`config.mk`:
```
export PLATFORM = sky130hd
export DESIGN_NAME = bus_dma_master
export DESIGN_NICKNAME = d
export VERILOG_FILES = /design/src/rtl/bus_dma_master.sv
export SDC_FILE = /design/constraint.sdc
export NUM_CORES = 1
export LEC_CHECK = 0
export ABC_AREA = 1
export CAP_MARGIN = 20
export CORE_MARGIN = 8
export CORE_UTILIZATION = 56
export CTS_BUF_LIST = sky130_fd_sc_hd__clkbuf_8
export DETAILED_ROUTE_END_ITERATION = 10
export PLACE_DENSITY = 0.89
export SETUP_SLACK_MARGIN = 0.3
export SLEW_MARGIN = 10
export SYNTH_ARGS = -nofsm -noshare
export SYNTH_HDL_FRONTEND = slang
export SYNTH_SLANG_ARGS = --single-unit
```
`constraint.sdc`:
```
create_clock -name clk -period 4.4 [get_ports clk]
set_clock_uncertainty 0.2 [all_clocks]
set_input_delay 0.66 -clock clk [delete_from_list [all_inputs] [get_ports clk]]
set_output_delay 0.66 -clock clk [all_outputs]
set_load 0.01 [all_outputs]
```
`src/rtl/bus_dma_master.sv`:
```
`default_nettype none
// ============================================================================
// Module  : bus_dma_master
// Brief   : Word-copy DMA initiator sharing the CPU data bus under arbiter grant.
// Revision: 1.0
// ============================================================================
module bus_dma_master #(
    parameter int LEN_W = 16
) (
    input  logic             clk,
    input  logic             reset,
    input  logic             start,
    input  logic [31:0]      src_addr,
    input  logic [31:0]      dst_addr,
    input  logic [LEN_W-1:0] len,
    input  logic             abort,
    input  logic             bus_grant,
    input  logic [31:0]      Read_data,
    output logic [31:0]      Address,
    output logic [31:0]      Write_data,
    output logic             MemRead,
    output logic             MemWrite,
    output logic             busy,
    output logic             done,
    output logic             aborted,
    output logic [LEN_W-1:0] xfer_count
);

    typedef enum logic [1:0] {
        S_IDLE   = 2'd0,
        S_READ   = 2'd1,
        S_WRITE  = 2'd2,
        S_FINISH = 2'd3
    } state_t;

    state_t           r_state;
    state_t           w_next;
    logic [31:0]      r_src_ptr;
    logic [31:0]      r_dst_ptr;
    logic [31:0]      r_data;
    logic [LEN_W-1:0] r_remaining;
    logic [LEN_W-1:0] r_xfer_count;
    logic             r_aborted;
    logic             w_rd_go;
    logic             w_wr_go;

    always_ff @(posedge clk) begin
        if (reset) begin
            r_state <= S_IDLE;
        end else begin
            r_state <= w_next;
        end
    end

    // Bus outputs stay at zero unless a granted, non-aborted transfer cycle.
    always_comb begin
        w_next     = r_state;
        Address    = '0;
        Write_data = '0;
        MemRead    = 1'b0;
        MemWrite   = 1'b0;
        w_rd_go    = 1'b0;
        w_wr_go    = 1'b0;
        case (r_state)
            S_IDLE: begin
                if (start) begin
                    w_next = (len != '0) ? S_READ : S_FINISH;
                end
            end
            S_READ: begin
                if (abort) begin
                    w_next = S_IDLE;
                end else if (bus_grant) begin
                    Address = r_src_ptr;
                    MemRead = 1'b1;
                    w_rd_go = 1'b1;
                    w_next  = S_WRITE;
                end
            end
            S_WRITE: begin
                if (abort) begin
                    w_next = S_IDLE;
                end else if (bus_grant) begin
                    Address    = r_dst_ptr;
                    Write_data = r_data;
                    MemWrite   = 1'b1;
                    w_wr_go    = 1'b1;
                    w_next     = (r_remaining > LEN_W'(1)) ? S_READ : S_FINISH;
                end
            end
            S_FINISH: begin
                w_next = S_IDLE;
            end
            default: begin
                w_next = S_IDLE;
            end
        endcase
    end

    always_ff @(posedge clk) begin
        if (reset) begin
            r_src_ptr    <= '0;
            r_dst_ptr    <= '0;
            r_data       <= '0;
            r_remaining  <= '0;
            r_xfer_count <= '0;
            r_aborted    <= 1'b0;
        end else begin
            r_aborted <= abort && ((r_state == S_READ) || (r_state == S_WRITE));
            if ((r_state == S_IDLE) && start) begin
                r_xfer_count <= '0;
                if (len != '0) begin
                    r_src_ptr   <= src_addr & 32'hFFFF_FFFC;
                    r_dst_ptr   <= dst_addr & 32'hFFFF_FFFC;
                    r_remaining <= len;
                end
            end
            if (w_rd_go) begin
                r_data    <= Read_data;
                r_src_ptr <= r_src_ptr + 32'd4;
            end
            if (w_wr_go) begin
                r_dst_ptr    <= r_dst_ptr + 32'd4;
                r_remaining  <= r_remaining - LEN_W'(1);
                r_xfer_count <= r_xfer_count + LEN_W'(1);
            end
        end
    end

    assign busy       = (r_state == S_READ) || (r_state == S_WRITE);
    assign done       = (r_state == S_FINISH);
    assign aborted    = r_aborted;
    assign xfer_count = r_xfer_count;

endmodule
`default_nettype wire

```
==> summary.md <==
| Metric | Value |
|---|---|
| Post-synth cell types | `49` |
| WP data arrival | `roughly 3200 ps` |
| Final #Nets | `1694` |
| Total track usage | `0.273` |
| Sequential area share after synthesis | `0.304` |
| Main area contributors after synthesis | `dfxtp_1, nand2_1, nor2_1, o21ai_0, inv_1` |
| Fillers | `1233` |
| Pins Over Slew Limit | `0` |
| Crit end category | `primary output` |
| Pre-Repair DR Iteration Count | `6` |
| Cts repair resizes | `0` |
| I/O Buffers | `195` |
| Residual DRC | `0` |
| Worst VDD drop | `approximately 0.29 mV` |
| Synth top area share | `0.304` |
| Chip Width | `138 um` |
| Mapped Cells | `~1400` |
| Post-synth EDFFs | `0` |
| Leak | `approximately 4.3 nW` |
| XOR/XNOR Fraction of Synth Area | `0.00629` |
| Total gr overflow | `0` |
| Layout area overhead | `27.8%` |
| Area of the mapped netlist | `approximately 0.0084 sq mm` |
| Via/cell ratio | `~5.5` |
| Async SR Flop Fraction | `0` |
| CTS sink count | `127` |
| Worst-path clk slew | `roughly 70 ps` |
| Postcts setup bufs | `0` |
| Vert. Die Dim | `138 um` |
| Core Region | `between 0.01 and 0.015 sq mm` |
| DRT iter0 DRCs | `between 900 and 1000` |
| Routed via count | `~9700` |
| Antenna Nets Post-Route | `0` |
| Worst-skew pair later-pin latency | `between 400 and 500 ps` |
| Compound-gate portion of the synthesized area | `0.154` |
| CTS max path bufs | `2` |
| Mux cell area share after synthesis | `0` |
| Total length of routed wires | `27000 um` |
| Crit path max fanout | `24` |
| YS warnings | `0` |
| Req. time, crit path | `3540 ps` |
| Vias in the first global route | `between 9000 and 10000` |
| Routability cong. | `between 0.9 and 1` |
| Fin util | `0.735` |
| First-pass GRT wire length | `44100 um` |
| Crit path kind | `flop to primary output` |
| Tmin final | `slightly above 4000 ps` |
| Biggest area consumer among synthesized cells | `dfxtp_1` |
| Max Freq | `249 MHz` |
| Share of layout cells above drive strength 1 | `0.0545` |
| Critical path launch point type | `flop` |
| FP Rows | `44` |
| Status | `complete, no violations` |
| Htree depth | `4` |
| HPWL after DPL | `19700 um` |
| Synth top cells by count | `nand2_1, nor2_1, inv_1` |
| WL/cell | `about 15 um` |
| Slew @ Worst Pin | `941 ps` |
| Die footprint | `0.0191 sq mm` |
| Avg Cell Area, Syn | `roughly 6 sq um` |
| Pre-CTS WS | `a little under 700 ps` |
| Synth Area in Adders | `0.0150` |
| Pwr/cell area | `around 360 mW/mm^2` |
| Fin crit share | `0.914` |
| RSZ-0062 raised after global routing | `yes` |
| Post-Synth Simple-Gate Area | `0.416` |
| # Max-Cap Violations | `0` |
| CTS Buf Count | `17` |
| FF+latch count, synth | `127` |
| Largest family of logic cells by synthesized area | `simple AND/OR/NAND/NOR gates` |
| Dpl cell area | `between 0.01 and 0.015 sq mm` |
| Antenna Cells | `0` |
| Final setup viols | `0` |
| Dominant synthesized flop cell | `dfxtp_1` |
| Cts hold-fix bufs | `0` |
| Initial antenna violation count | `0` |
| Setup WS post-layout | `~380 ps` |
| Top-count cell post-synth | `nand2_1` |
| Hold Crit Class | `flop to flop` |
| Largest net degree at the start of global routing | `67` |
| TritonCTS clock tree | `built` |
| Clock Root Buffer | `clkbuf_8` |
| Ports | `slightly above 200` |
| Initial Util | `0.575` |
| Slew HR | `0.372` |
| Design area | `about 0.011 sq mm` |
| Setup tns final | `0 ps` |
| Hold Fails Final Rpt | `0` |
==> cell usage in the layout, fill, tap and decap left out, drive strengths merged, types with 5 or more instances in the layout <==
| master | count |
|---|---|
| inv | 145 |
| buf | 13 |
| nand2 | 377 |
| clkbuf | 17 |
| o21ai | 116 |
| dfxtp | 127 |
| clkdlybuf4s50 | 195 |
| nor3 | 27 |
| o22ai | 5 |
| nand4 | 26 |
| nor2 | 268 |
| o21a | 8 |
| clkinv | 6 |
| or2 | 11 |
| ha | 10 |
| a21oi | 96 |
| nand3 | 95 |
==> area by class of cell <==
cell class                      instances  area, sq um  share of cell area
Clock buffer                           17          234              0.0219
Inverter                              142          537              0.0503
Sequential cell                       127         2540               0.238
Clock inverter                         14          105             0.00984
Multi-Input combinational cell       1071         4960               0.464
Tap cell                              184          230              0.0216
Timing Repair Buffer                  208         2070               0.194
==> critical path, stage by stage, from the launching register on <==
cell	delay, ps
dfxtp_1	380
inv_1	100
ha_1	620
inv_1	570
a21oi_1	400
clkdlybuf4s50_1	620
==> flip-flops by register name (all words and copies together), names as in the netlist <==
register     count
xfer_count      16
r_data          32
r_src_ptr       30
r_state          2
r_dst_ptr       30
aborted          1
r_remaining     16
==> through the flow <==
step                      cells  hold WS, ps  power (mW)
after floorplan            1404          229        2.49
after global placement     1732          241        2.87
after detailed placement   1732          246        2.92
after CTS                  1763          259        3.83
after global routing       1763          269        4.09
final                      1763          256        3.85
==> cell families (layout without fill, tap and decap cells) <==
family,Yosys count,after routing
compound gates,242,242
xor+xnor,6,6
fa+ha+maj,10,10
buf+inv,206,381
flops,127,127
other cells,1,2
simple gates,811,811
==> power breakdown <==
part           leakage [nW]  switching [mW]  internal [mW]
Sequential             1.04           0.243           1.36
Clock                 0.177           0.497          0.431
Combinational          3.12           0.844          0.478
==> path summary, 6_finish.rpt <==
path	depth (start not counted)	slack (ps)	startpoint	end
max	5	380	r_state[1]$_SDFFE_PP0P_	Address[3]
min	2	260	r_data[29]$_SDFFE_PP0P_	r_data[29]$_SDFFE_PP0P_
max reg2reg	10	1470	r_state[1]$_SDFFE_PP0P_	r_src_ptr[11]$_SDFFE_PP0P_
min reg2reg	2	260	r_data[29]$_SDFFE_PP0P_	r_data[29]$_SDFFE_PP0P_
==> per-layer routing <==
metal | up-vias | GRT usage | share of wire
li1 | 4835 | - | -
met1 | 4362 | 0.346 | 0.44
met2 | 464 | 0.427 | 0.45
met3 | 82 | 0.0599 | 0.073
met4 | 0 | 0.137 | 0.038
met5 | - | 0 | 0
Power figures use the tool's default switching activity.
